## config.mk

```make
export PLATFORM = sky130hd
export DESIGN_NAME = mario_motion_flat
export DESIGN_NICKNAME = d
export VERILOG_FILES = /design/src/rtl/mario_motion_if.sv /design/src/rtl/mario_motion.sv /design/src/flat_wrapper.sv
export SDC_FILE = /design/constraint.sdc
export NUM_CORES = 1
export LEC_CHECK = 0
export CAP_MARGIN = 5
export CORE_MARGIN = 4
export CORE_UTILIZATION = 60
export CTS_BUF_LIST = sky130_fd_sc_hd__clkbuf_8
export DETAILED_ROUTE_END_ITERATION = 10
export GPL_TIMING_DRIVEN = 0
export MAX_ROUTING_LAYER = met4
export PLACE_DENSITY = 0.89
export SLEW_MARGIN = 20
export SYNTH_ARGS = -nofsm -noshare
export SYNTH_HDL_FRONTEND = slang
export SYNTH_SLANG_ARGS = --single-unit
```

## constraint.sdc

```tcl
create_clock -name i_clk -period 12 [get_ports i_clk]
set_input_delay 1.2 -clock i_clk [delete_from_list [all_inputs] [get_ports i_clk]]
set_output_delay 1.2 -clock i_clk [all_outputs]
set_load 0.005 [all_outputs]
```

## src/rtl/mario_motion_if.sv

```systemverilog
// Player-motion bundle: button/map inputs from the game logic, position and
// airborne status back out to the sprite selector and renderer.
interface mario_motion_if;
    logic        i_clk_phys;
    logic        i_left;
    logic        i_right;
    logic        i_jump;
    logic        i_level;
    logic [10:0] i_floor_y;
    logic [10:0] i_ceil_y;
    logic        i_block_left;
    logic        i_block_right;
    logic [10:0] o_x;
    logic [10:0] o_y;
    logic        o_airborne;
    logic [4:0]  o_vy;
    logic        o_bump;

    modport master (
        output i_clk_phys, i_left, i_right, i_jump, i_level,
               i_floor_y, i_ceil_y, i_block_left, i_block_right,
        input  o_x, o_y, o_airborne, o_vy, o_bump
    );

    modport slave (
        input  i_clk_phys, i_left, i_right, i_jump, i_level,
               i_floor_y, i_ceil_y, i_block_left, i_block_right,
        output o_x, o_y, o_airborne, o_vy, o_bump
    );
endinterface

```

## src/rtl/mario_motion.sv

```systemverilog
// Player physics: walk and jump integration on rising edges of the slow
// physics clock, producing x/y feet position, vertical speed and airborne flag.
//   state     | meaning
//   ST_GROUND | standing on floor_y, may launch a jump
//   ST_RISE   | moving up, speed decays by GRAVITY each tick
//   ST_FALL   | moving down, speed grows to VMAX until the floor is met
module mario_motion #(
    parameter int X_MAX      = 640,
    parameter int WALK_STEP  = 2,
    parameter int JUMP_V     = 12,
    parameter int JUMP_V_BIG = 14,
    parameter int GRAVITY    = 1,
    parameter int VMAX       = 12,
    parameter int START_X    = 32,
    parameter int START_Y    = 400
) (
    input  logic          i_clk,
    input  logic          i_rstn,
    mario_motion_if.slave bus
);

    typedef enum logic [1:0] {
        ST_GROUND = 2'd0,
        ST_RISE   = 2'd1,
        ST_FALL   = 2'd2
    } state_t;

    state_t             r_state, w_state_nxt;
    logic [10:0]        r_x, w_x_nxt;
    logic [10:0]        r_y, w_y_nxt;
    logic [4:0]         r_vy, w_vy_nxt;
    logic               r_airborne;
    logic               r_bump, w_bump_nxt;
    logic               r_jump_armed, w_armed_nxt;
    logic               r_pre_phys;
    logic               w_tick;
    logic [11:0]        w_width, w_height, w_x_lim, w_x_up, w_y_sum, w_ceil_land;
    logic signed [11:0] w_top;
    logic [5:0]         w_vy_up;
    logic [4:0]         w_vy_dn, w_vy_rise;

    always_comb begin
        w_tick      = bus.i_clk_phys & ~r_pre_phys;
        w_width     = bus.i_level ? 12'd45 : 12'd40;
        w_height    = bus.i_level ? 12'd78 : 12'd42;
        w_x_lim     = 12'(X_MAX) - w_width;
        w_x_up      = {1'b0, r_x} + 12'(WALK_STEP);
        w_y_sum     = {1'b0, r_y} + {7'd0, r_vy};
        w_top       = $signed({1'b0, r_y}) - $signed(w_height) - $signed({7'd0, r_vy});
        w_ceil_land = {1'b0, bus.i_ceil_y} + w_height;
        w_vy_up     = {1'b0, r_vy} + 6'(GRAVITY);
        w_vy_dn     = (r_vy > 5'(GRAVITY)) ? (r_vy - 5'(GRAVITY)) : 5'd0;
        // Releasing jump early caps the remaining rise speed for a short hop
        w_vy_rise   = (~bus.i_jump && (w_vy_dn > 5'd4)) ? 5'd4 : w_vy_dn;

        w_state_nxt = r_state;
        w_x_nxt     = r_x;
        w_y_nxt     = r_y;
        w_vy_nxt    = r_vy;
        w_bump_nxt  = 1'b0;
        w_armed_nxt = r_jump_armed;

        if (w_tick) begin
            if (bus.i_left & ~bus.i_right & ~bus.i_block_left) begin
                w_x_nxt = (r_x < 11'(WALK_STEP)) ? 11'd0 : (r_x - 11'(WALK_STEP));
            end else if (bus.i_right & ~bus.i_left & ~bus.i_block_right) begin
                w_x_nxt = (w_x_up > w_x_lim) ? w_x_lim[10:0] : w_x_up[10:0];
            end else if ({1'b0, r_x} > w_x_lim) begin
                w_x_nxt = w_x_lim[10:0];
            end

            case (r_state)
                ST_GROUND: begin
                    if (~bus.i_jump) begin
                        w_armed_nxt = 1'b1;
                    end
                    if (bus.i_jump & r_jump_armed) begin
                        w_vy_nxt    = bus.i_level ? 5'(JUMP_V_BIG) : 5'(JUMP_V);
                        w_state_nxt = ST_RISE;
                        w_armed_nxt = 1'b0;
                    end else if (r_y < bus.i_floor_y) begin
                        w_vy_nxt    = 5'd0;
                        w_state_nxt = ST_FALL;
                    end else begin
                        w_y_nxt = bus.i_floor_y;
                    end
                end
                ST_RISE: begin
                    if (w_top <= $signed({1'b0, bus.i_ceil_y})) begin
                        w_y_nxt     = w_ceil_land[11] ? 11'h7FF : w_ceil_land[10:0];
                        w_vy_nxt    = 5'd0;
                        w_bump_nxt  = 1'b1;
                        w_state_nxt = ST_FALL;
                    end else begin
                        w_y_nxt  = r_y - {6'd0, r_vy};
                        w_vy_nxt = w_vy_rise;
                        if (w_vy_rise == 5'd0) begin
                            w_state_nxt = ST_FALL;
                        end
                    end
                end
                ST_FALL: begin
                    if (w_y_sum >= {1'b0, bus.i_floor_y}) begin
                        w_y_nxt     = bus.i_floor_y;
                        w_vy_nxt    = 5'd0;
                        w_state_nxt = ST_GROUND;
                    end else begin
                        w_y_nxt  = w_y_sum[10:0];
                        w_vy_nxt = (w_vy_up > 6'(VMAX)) ? 5'(VMAX) : w_vy_up[4:0];
                    end
                end
                default: begin
                    w_state_nxt = ST_GROUND;
                end
            endcase
        end
    end

    // pre_phys resets high so a clk_phys already high at reset release is ignored
    always_ff @(posedge i_clk or posedge i_rstn) begin
        if (i_rstn) begin
            r_state      <= ST_GROUND;
            r_x          <= 11'(START_X);
            r_y          <= 11'(START_Y);
            r_vy         <= 5'd0;
            r_airborne   <= 1'b0;
            r_bump       <= 1'b0;
            r_jump_armed <= 1'b0;
            r_pre_phys   <= 1'b1;
        end else begin
            r_state      <= w_state_nxt;
            r_x          <= w_x_nxt;
            r_y          <= w_y_nxt;
            r_vy         <= w_vy_nxt;
            r_airborne   <= (w_state_nxt != ST_GROUND);
            r_bump       <= w_bump_nxt;
            r_jump_armed <= w_armed_nxt;
            r_pre_phys   <= bus.i_clk_phys;
        end
    end

    assign bus.o_x        = r_x;
    assign bus.o_y        = r_y;
    assign bus.o_vy       = r_vy;
    assign bus.o_airborne = r_airborne;
    assign bus.o_bump     = r_bump;

endmodule

```

## src/flat_wrapper.sv

```systemverilog
// flat-port wrapper written by rule: the top's interface ports become plain ports
module mario_motion_flat 
#(
    parameter int X_MAX      = 640,
    parameter int WALK_STEP  = 2,
    parameter int JUMP_V     = 12,
    parameter int JUMP_V_BIG = 14,
    parameter int GRAVITY    = 1,
    parameter int VMAX       = 12,
    parameter int START_X    = 32,
    parameter int START_Y    = 400
)
  (i_clk, i_rstn, bus_i_clk_phys, bus_i_left, bus_i_right, bus_i_jump, bus_i_level, bus_i_floor_y, bus_i_ceil_y, bus_i_block_left, bus_i_block_right, bus_o_x, bus_o_y, bus_o_airborne, bus_o_vy, bus_o_bump);
  mario_motion_if bus_i ();
  input  logic i_clk;
  input  logic i_rstn;
  input wire logic [$bits(bus_i.i_clk_phys)-1:0] bus_i_clk_phys;
  input wire logic [$bits(bus_i.i_left)-1:0] bus_i_left;
  input wire logic [$bits(bus_i.i_right)-1:0] bus_i_right;
  input wire logic [$bits(bus_i.i_jump)-1:0] bus_i_jump;
  input wire logic [$bits(bus_i.i_level)-1:0] bus_i_level;
  input wire logic [$bits(bus_i.i_floor_y)-1:0] bus_i_floor_y;
  input wire logic [$bits(bus_i.i_ceil_y)-1:0] bus_i_ceil_y;
  input wire logic [$bits(bus_i.i_block_left)-1:0] bus_i_block_left;
  input wire logic [$bits(bus_i.i_block_right)-1:0] bus_i_block_right;
  output wire logic [$bits(bus_i.o_x)-1:0] bus_o_x;
  output wire logic [$bits(bus_i.o_y)-1:0] bus_o_y;
  output wire logic [$bits(bus_i.o_airborne)-1:0] bus_o_airborne;
  output wire logic [$bits(bus_i.o_vy)-1:0] bus_o_vy;
  output wire logic [$bits(bus_i.o_bump)-1:0] bus_o_bump;
  assign bus_i.i_clk_phys = bus_i_clk_phys;
  assign bus_i.i_left = bus_i_left;
  assign bus_i.i_right = bus_i_right;
  assign bus_i.i_jump = bus_i_jump;
  assign bus_i.i_level = bus_i_level;
  assign bus_i.i_floor_y = bus_i_floor_y;
  assign bus_i.i_ceil_y = bus_i_ceil_y;
  assign bus_i.i_block_left = bus_i_block_left;
  assign bus_i.i_block_right = bus_i_block_right;
  assign bus_o_x = bus_i.o_x;
  assign bus_o_y = bus_i.o_y;
  assign bus_o_airborne = bus_i.o_airborne;
  assign bus_o_vy = bus_i.o_vy;
  assign bus_o_bump = bus_i.o_bump;
  mario_motion #(.X_MAX(X_MAX), .WALK_STEP(WALK_STEP), .JUMP_V(JUMP_V), .JUMP_V_BIG(JUMP_V_BIG), .GRAVITY(GRAVITY), .VMAX(VMAX), .START_X(START_X), .START_Y(START_Y)) u_core (.i_clk(i_clk), .i_rstn(i_rstn), .bus(bus_i));
endmodule
```

==> out/qor.csv, run 1 <==
metric,value,unit
cts-resized-gates,0,
setup.worst_path.end_class,flip-flop,
async_reset_ff_share,100,%
worst_r2r_path_depth,19,
post_synth.cell_area_avg,7.66,um2
gr-total-overflow,0,
first_iter_violations,435,
p_sw_share,55.0,%
maxSlewViolCount,0,
post_synth_instance_area,5130,um2
worst_clock_skew,0.00745,ns
pwr-share-seq,13.5,%
post-place-ws,4.98,ns
layout_setup_ws,5.06,ns
unrepaired_setup_endpoints_after_global_routing,false,
placed_cells_incl_taps,835,
timing.max_slew.rel_slack,52.1,%
number_of_antenna_violations_at_the_first_check_in_global_routing,0,
design.die.area,10100,um2
power.internal,0.000813,W
number_of_antenna_cells_inserted,0,
die_width,100,um
gr-usage-all-layers,34.6,%
run_status,"complete, no violations",
timing.reg2reg.setup_slack,6.15,ns
post-cts-setup-buffers,0,
wl_per_cell,19.8,um
reg2reg_from,u_core.bus.o_vy[2]$_DFFE_PP0P_,
detailroute.via_count,5644,
ir_drop,0.148,mV
finish.net_count,846,
worst_skew_pair.late_latency,0.30,ns
grt_first_pass_wirelength,27300,um
finalCriticalPeriod,6.94,ns
ant_nets,0,
leakagePower,2.51,nW
placement_rows,33,
post_cts_hold_buffer_count,0,
worstPathArrival,7.11,ns
fp.dieH,100,um
critPathKind,in2reg,
hold_path_startpoint,u_core.bus.o_x[0]$_DFFE_PP0P_,
grt_pass1_vias,5571,
cts_htree_levels,2,
drive_gt1_share,4.74,%
cp_data_required_time,12.17,ns
fp.coreArea,8260,um2
drt-vias-per-instance,6.70,
detailedRoute.firstPassIterationCount,6,
clk_path_buf_depth,2,
routed_wirelength,16700,um
grt_start_max_net_pins,18,
portion_of_the_post_synthesis_area_used_by_sequential_elements,16.2,%
synth_enable_flop_cells,0,
ys_types,73,
worst_setup_hold_path_clk_slew,0.08,ns
setup_viol,0,
clk_root_buf,sky130_fd_sc_hd__clkbuf_8,
synth-main-ff-cell,sky130_fd_sc_hd__dfrtp_1,
num_io_pins,60,
maxClockFrequency,144,MHz
whs_endpoint,u_core.bus.o_x[0]$_DFFE_PP0P_,
port_buffers,59,
clock_power_share,6.4,%
clkSinkCount,33,
maxCapViolCount,0,
finalHoldViolations,0,
cts_tree,built,
final.setup.tns,0,ns
gp_congestion,1.02,
flow.area_growth_from_synthesis,16.9,%
path_max_fanout,11,
setup.worst_path.start_class,primary input,
switching_power,0.000993,W
hold_depth,2,
flip_flop_and_latch_count_after_synthesis,33,
finish.cell_count_without_fillers,843,
cts_buffers,5,
share_comb_of_total_power,80.1,%
synth_fp_nets,779,
r2r-end,u_core.bus.o_y[2]$_DFFE_PP0P_,
post-route-drc-count,0,
cellPowerDensity,301,nW/um2
slew_worst_pin,0.711,ns
synthesis.instances,670,
place_hpwl,13200,um
hold_path_class,reg2reg,
floorplan.initialDensity,62.1,%
ys_warn_count,0,
final.period_utilization,57.9,%
[flip-flops by register name, indices dropped and copies added, names as in the netlist]
name                   cells
u_core.bus.o_airborne      1
u_core.bus.o_bump          1
u_core.r_state             2
u_core.r_pre_phys          1
u_core.bus.o_vy            5
u_core.bus.o_x            11
u_core.bus.o_y            11
u_core.r_jump_armed        1
[through the flow]
step	hold slack (ns)	utilization (%)	total power, W	instance area (um2)
floorplan	0.515	-	0.00121	5130
finish	0.566	72.6	0.00181	6000
global placement	0.537	70.9	0.00159	5850
global route	0.605	72.6	0.00197	6000
CTS	0.566	72.6	0.00177	6000
detailed placement	0.552	71.2	0.00164	5880
[cells in the mapped netlist, drive strengths merged (4+ instances only)]
library cell  instances  area share [%]
a211oi                5            0.73
a21o                  4            0.59
a21oi                32             3.1
a22o                  4            0.68
a311oi                5            0.85
a31oi                12             1.5
and2                  6            0.73
buf                  11             1.1
clkbuf               20             1.5
dfrtp                28              14
dfstp                 5             2.6
fa                    6             2.3
ha                   72              18
inv                  63             4.6
mux2i                 9             1.8
nand2                41             3.1
nand2b                7            0.85
nand3                27             2.7
nand4                11             1.3
nor2                 51             3.7
nor2b                14             1.7
nor3                 21             2.0
nor3b                10             1.6
nor4                 14             1.8
o211ai               10             1.5
o21a                  8             1.2
o21ai                54             5.3
o311a                 4            0.78
o31a                  4            0.68
o31ai                 5            0.73
o32a                  5            0.98
or3                   6            0.73
or4                   6            0.88
xnor2                20             3.4
xor2                 15             2.6
[final cells by class]
type | count | area, um2
clock buffer | 6 | 82.6
timing repair buffer | 60 | 618
inverter | 64 | 240
tap | 105 | 131
clock inverter | 2 | 33.8
multi-input combinational | 542 | 3930
sequential | 33 | 832
buffer | 31 | 131
fill | 651 | 2260
[per-layer routing]
layer / up-vias / part of all wire (%) / wire, um / GRT usage [%]
li1: 2605 / - / - / -
met1: 2615 / 39 / 6490 / 42.4
met2: 371 / 48 / 7950 / 56.8
met3: 53 / 11 / 1830 / 8.03
met4: 0 / 2.7 / 453 / 10.7
met5: - / 0 / 0 / -
[cells in the final DEF, fill, tap and decap left out, types with 12 or more instances in the layout]
cell type / count
sky130_fd_sc_hd__clkbuf_1: 20
sky130_fd_sc_hd__ha_1: 72
sky130_fd_sc_hd__xnor2_1: 20
sky130_fd_sc_hd__inv_1: 63
sky130_fd_sc_hd__dfrtp_1: 28
sky130_fd_sc_hd__nor2b_1: 14
sky130_fd_sc_hd__a31oi_1: 12
sky130_fd_sc_hd__nand2_1: 40
sky130_fd_sc_hd__xor2_1: 15
sky130_fd_sc_hd__a21oi_1: 32
sky130_fd_sc_hd__nor3_1: 21
sky130_fd_sc_hd__nor2_1: 51
sky130_fd_sc_hd__nor4_1: 13
sky130_fd_sc_hd__o21ai_0: 47
sky130_fd_sc_hd__nand3_1: 26
sky130_fd_sc_hd__clkdlybuf4s50_1: 59
[critical path, cell delays in order]
cell and delay (ns):
sky130_fd_sc_hd__clkdlybuf4s50_1 0.88, sky130_fd_sc_hd__inv_1 0.34, sky130_fd_sc_hd__fa_1 0.51, sky130_fd_sc_hd__ha_1 0.35, sky130_fd_sc_hd__nor2b_1 0.16, sky130_fd_sc_hd__o21ai_0 0.25, sky130_fd_sc_hd__a21oi_1 0.12, sky130_fd_sc_hd__o21ai_0 0.15
sky130_fd_sc_hd__nand2b_1 0.12, sky130_fd_sc_hd__a311oi_1 0.37, sky130_fd_sc_hd__xor2_1 0.14, sky130_fd_sc_hd__ha_1 0.22, sky130_fd_sc_hd__a2111oi_0 0.39, sky130_fd_sc_hd__o21ai_0 0.21, sky130_fd_sc_hd__o21ai_0 0.61, sky130_fd_sc_hd__nor2_1 0.13
sky130_fd_sc_hd__clkbuf_1 0.31, sky130_fd_sc_hd__a311oi_1 0.51, sky130_fd_sc_hd__a21oi_1 0.14
[power by group through the flow]
stage / logic, W / clock network (W) / registers [W]
5_1_grt: 0.00159 / 0.000121 / 0.000253
2_1_floorplan: 0.000981 / 0 / 0.000224
3_3_place_gp: 0.00134 / 0 / 0.000243
4_1_cts: 0.00141 / 0.000115 / 0.000242
6_report: 0.00145 / 0.000116 / 0.000244
3_5_place_dp: 0.00140 / 0 / 0.000244
[worst max path at each step]
stage	end	start	slack, ns
final	u_core.bus.o_y[2]$_DFFE_PP0P_	bus_i_level	5.06
after CTS	u_core.bus.o_y[2]$_DFFE_PP0P_	bus_i_level	5.24
after global placement	u_core.bus.o_y[2]$_DFFE_PP0P_	bus_i_level	5.06
after detailed placement	u_core.bus.o_y[2]$_DFFE_PP0P_	bus_i_level	4.98
after floorplan	u_core.bus.o_y[5]$_DFFE_PP0P_	bus_i_level	7.04
after global routing	u_core.bus.o_y[2]$_DFFE_PP0P_	bus_i_level	4.82
[cell families (layout without fill, tap and decap cells)]
logic type | count (synthesis) | in the layout | synth area share, %
DFF | 33 | 33 | 16.2
xor gates and xnor gates | 35 | 35 | 5.98
AOI/OAI and AO/OA | 191 | 191 | 25.3
adders and majority gates | 78 | 78 | 19.9
and+or+nand+nor | 228 | 228 | 23.3
buffers and inverters | 95 | 163 | 7.24
muxes | 10 | 10 | 2.05
(Power assumes the default switching activity.)
==> run 2: changes to the inputs <==
--- a/config.mk
+++ b/config.mk
@@ -7,12 +7,12 @@
 export LEC_CHECK = 0
 export CAP_MARGIN = 5
 export CORE_MARGIN = 4
-export CORE_UTILIZATION = 60
+export CORE_UTILIZATION = 59
 export CTS_BUF_LIST = sky130_fd_sc_hd__clkbuf_8
 export DETAILED_ROUTE_END_ITERATION = 10
 export GPL_TIMING_DRIVEN = 0
 export MAX_ROUTING_LAYER = met4
-export PLACE_DENSITY = 0.89
+export PLACE_DENSITY = 0.87
 export SLEW_MARGIN = 20
 export SYNTH_ARGS = -nofsm -noshare
 export SYNTH_HDL_FRONTEND = slang
==> constraint.sdc (replaced) <==
create_clock -name i_clk -period 6.8 [get_ports i_clk]
set_input_delay 0.68 -clock i_clk [delete_from_list [all_inputs] [get_ports i_clk]]
set_output_delay 0.68 -clock i_clk [all_outputs]
set_load 0.005 [all_outputs]
==> out/qor.csv, run 2 (synthesis results as in run 1) <==
metric,value,unit
maxClockFrequency,159,MHz
gr-usage-all-layers,34.1,%
share_comb_of_total_power,79.9,%
cellPowerDensity,531,nW/um2
hold_path_class,reg2reg,
setup.worst_path.start_class,primary input,
post-route-drc-count,0,
cts_htree_levels,2,
final.hold.worst_slack,0.566,ns
detailroute.via_count,5601,
pwr-share-seq,13.7,%
cts_buffers,5,
clk_path_buf_depth,2,
slew_worst_pin,0.786,ns
final.setup.tns,0,ns
clock_power_share,6.4,%
timing.max_slew.rel_slack,47.5,%
gr-total-overflow,0,
design.die.area,10300,um2
cts-resized-gates,0,
run_status,"complete, no violations",
leakagePower,2.50,nW
setup.worst_path.end_class,flip-flop,
clkSinkCount,33,
hold_path_startpoint,u_core.r_jump_armed$_DFFE_PP0P_,
placement_rows,33,
post-cts-setup-buffers,0,
flow.area_growth_from_synthesis,16.3,%
port_buffers,59,
unrepaired_setup_endpoints_after_global_routing,false,
busiest_layer_in_global_routing,met2,
first_iter_violations,485,
grt_start_max_net_pins,34,
maxCapViolCount,0,
critPathKind,in2reg,
clk_root_buf,sky130_fd_sc_hd__clkbuf_8,
num_io_pins,60,
wl_per_cell,19.9,um
floorplan.initialDensity,61.5,%
post_cts_hold_buffer_count,0,
power.internal,0.00143,W
worst_setup_hold_path_clk_slew,0.08,ns
grt.met1_usage,41.4,%
cp_data_required_time,6.97,ns
layout.cells.most_common_list,"sky130_fd_sc_hd__ha_1 (72), sky130_fd_sc_hd__inv_1 (63), sky130_fd_sc_hd__clkdlybuf4s50_1 (59), sky130_fd_sc_hd__nor2_1 (51), sky130_fd_sc_hd__o21ai_0 (47)",
switching_power,0.00174,W
setup_viol,0,
crit_start,bus_i_level,
ir_drop,0.240,mV
fp.coreArea,8340,um2
number_of_antenna_cells_inserted,0,
path_max_fanout,11,
worst_skew_pair.late_latency,0.30,ns
cts_tree,built,
drive_gt1_share,4.61,%
drt-vias-per-instance,6.65,
number_of_antenna_violations_at_the_first_check_in_global_routing,0,
leading_cell_type_in_the_layout_fill_and_taps_excluded,sky130_fd_sc_hd__ha_1,
ant_nets,0,
worstPathArrival,6.47,ns
gp_congestion,0.990,
routed_wirelength,16800,um
finalHoldViolations,0,
final.period_utilization,92.7,%
use_met2,58.9,%
maxSlewViolCount,0,
finalCriticalPeriod,6.30,ns
finish.net_count,845,
p_sw_share,54.9,%
worst_clock_skew,0.0143,ns
use_met3,4.68,%
reg2reg_from,u_core.bus.o_vy[2]$_DFFE_PP0P_,
grt_first_pass_wirelength,27300,um
fp.dieH,101,um
placed_cells_incl_taps,834,
placedInstanceArea,5850,um2
grt_pass1_vias,5546,
place_hpwl,13300,um
finish.cell_count_without_fillers,842,
stdcell_area,5970,um2
detailedRoute.firstPassIterationCount,5,
die_width,101,um
run 2: path summary, 6_finish.rpt:
kind / to / slack, ns / cells after the start
max in group asynchronous: u_core.bus.o_x[3]$_DFFE_PP0P_ / 5.44 / 2
min: u_core.r_jump_armed$_DFFE_PP0P_ / 0.57 / 2
max reg2reg: u_core.bus.o_y[2]$_DFFE_PP0P_ / 0.96 / 17
min reg2reg: u_core.r_jump_armed$_DFFE_PP0P_ / 0.57 / 2
min in group asynchronous: u_core.bus.o_airborne$_DFF_PP0_ / 0.85 / 2
max: u_core.bus.o_y[2]$_DFFE_PP0P_ / 0.50 / 17
run 2: layer usage:
metal	share of wire, %	up-vias
li1	-	2610
met1	40	2634
met2	49	307
met3	8.5	50
met4	2.5	0
met5	0	-
run 2: through the flow:
step | power [W] | setup WS (ns) | util (%)
final | 0.00317 | 0.497 | 71.6
after global routing | 0.00346 | 0.281 | 71.6
after CTS | 0.00311 | 0.580 | 71.6
after detailed placement | 0.00290 | 0.279 | 70.2
after global placement | 0.00280 | 0.508 | 70.2
after floorplan | 0.00213 | 2.33 | -
run 2: critical path, cell delays in order:
cell,delay [ns]
sky130_fd_sc_hd__clkdlybuf4s50_1,0.85
sky130_fd_sc_hd__inv_1,0.30
sky130_fd_sc_hd__fa_1,0.51
sky130_fd_sc_hd__ha_1,0.36
sky130_fd_sc_hd__a21oi_1,0.12
sky130_fd_sc_hd__a2111oi_2,0.49
sky130_fd_sc_hd__o31a_1,0.26
sky130_fd_sc_hd__nor3_1,0.08
sky130_fd_sc_hd__xor2_1,0.17
sky130_fd_sc_hd__ha_1,0.33
sky130_fd_sc_hd__a2111oi_0,0.40
sky130_fd_sc_hd__o21ai_0,0.20
sky130_fd_sc_hd__o21ai_0,0.61
sky130_fd_sc_hd__nor2_1,0.13
sky130_fd_sc_hd__clkbuf_1,0.32
sky130_fd_sc_hd__a311oi_1,0.52
sky130_fd_sc_hd__a21oi_1,0.13
run 2: power groups by stage:
stage,logic [W],clock network (W),registers (W)
after floorplan,0.00173,0,0.000395
after global placement,0.00237,0,0.000429
after detailed placement,0.00246,0,0.000433
after CTS,0.00248,0.000201,0.000429
after global routing,0.00280,0.000211,0.000449
final,0.00253,0.000202,0.000435
run 2: area by class of cell:
cell class,instances,area [um2]
Multi-Input combinational cell,542,3930
Sequential cell,33,832
Fill cell,702,2370
Buffer,31,131
Inverter,64,240
Clock buffer,6,82.6
Clock inverter,2,33.8
Timing Repair Buffer,59,591
Tap cell,105,131
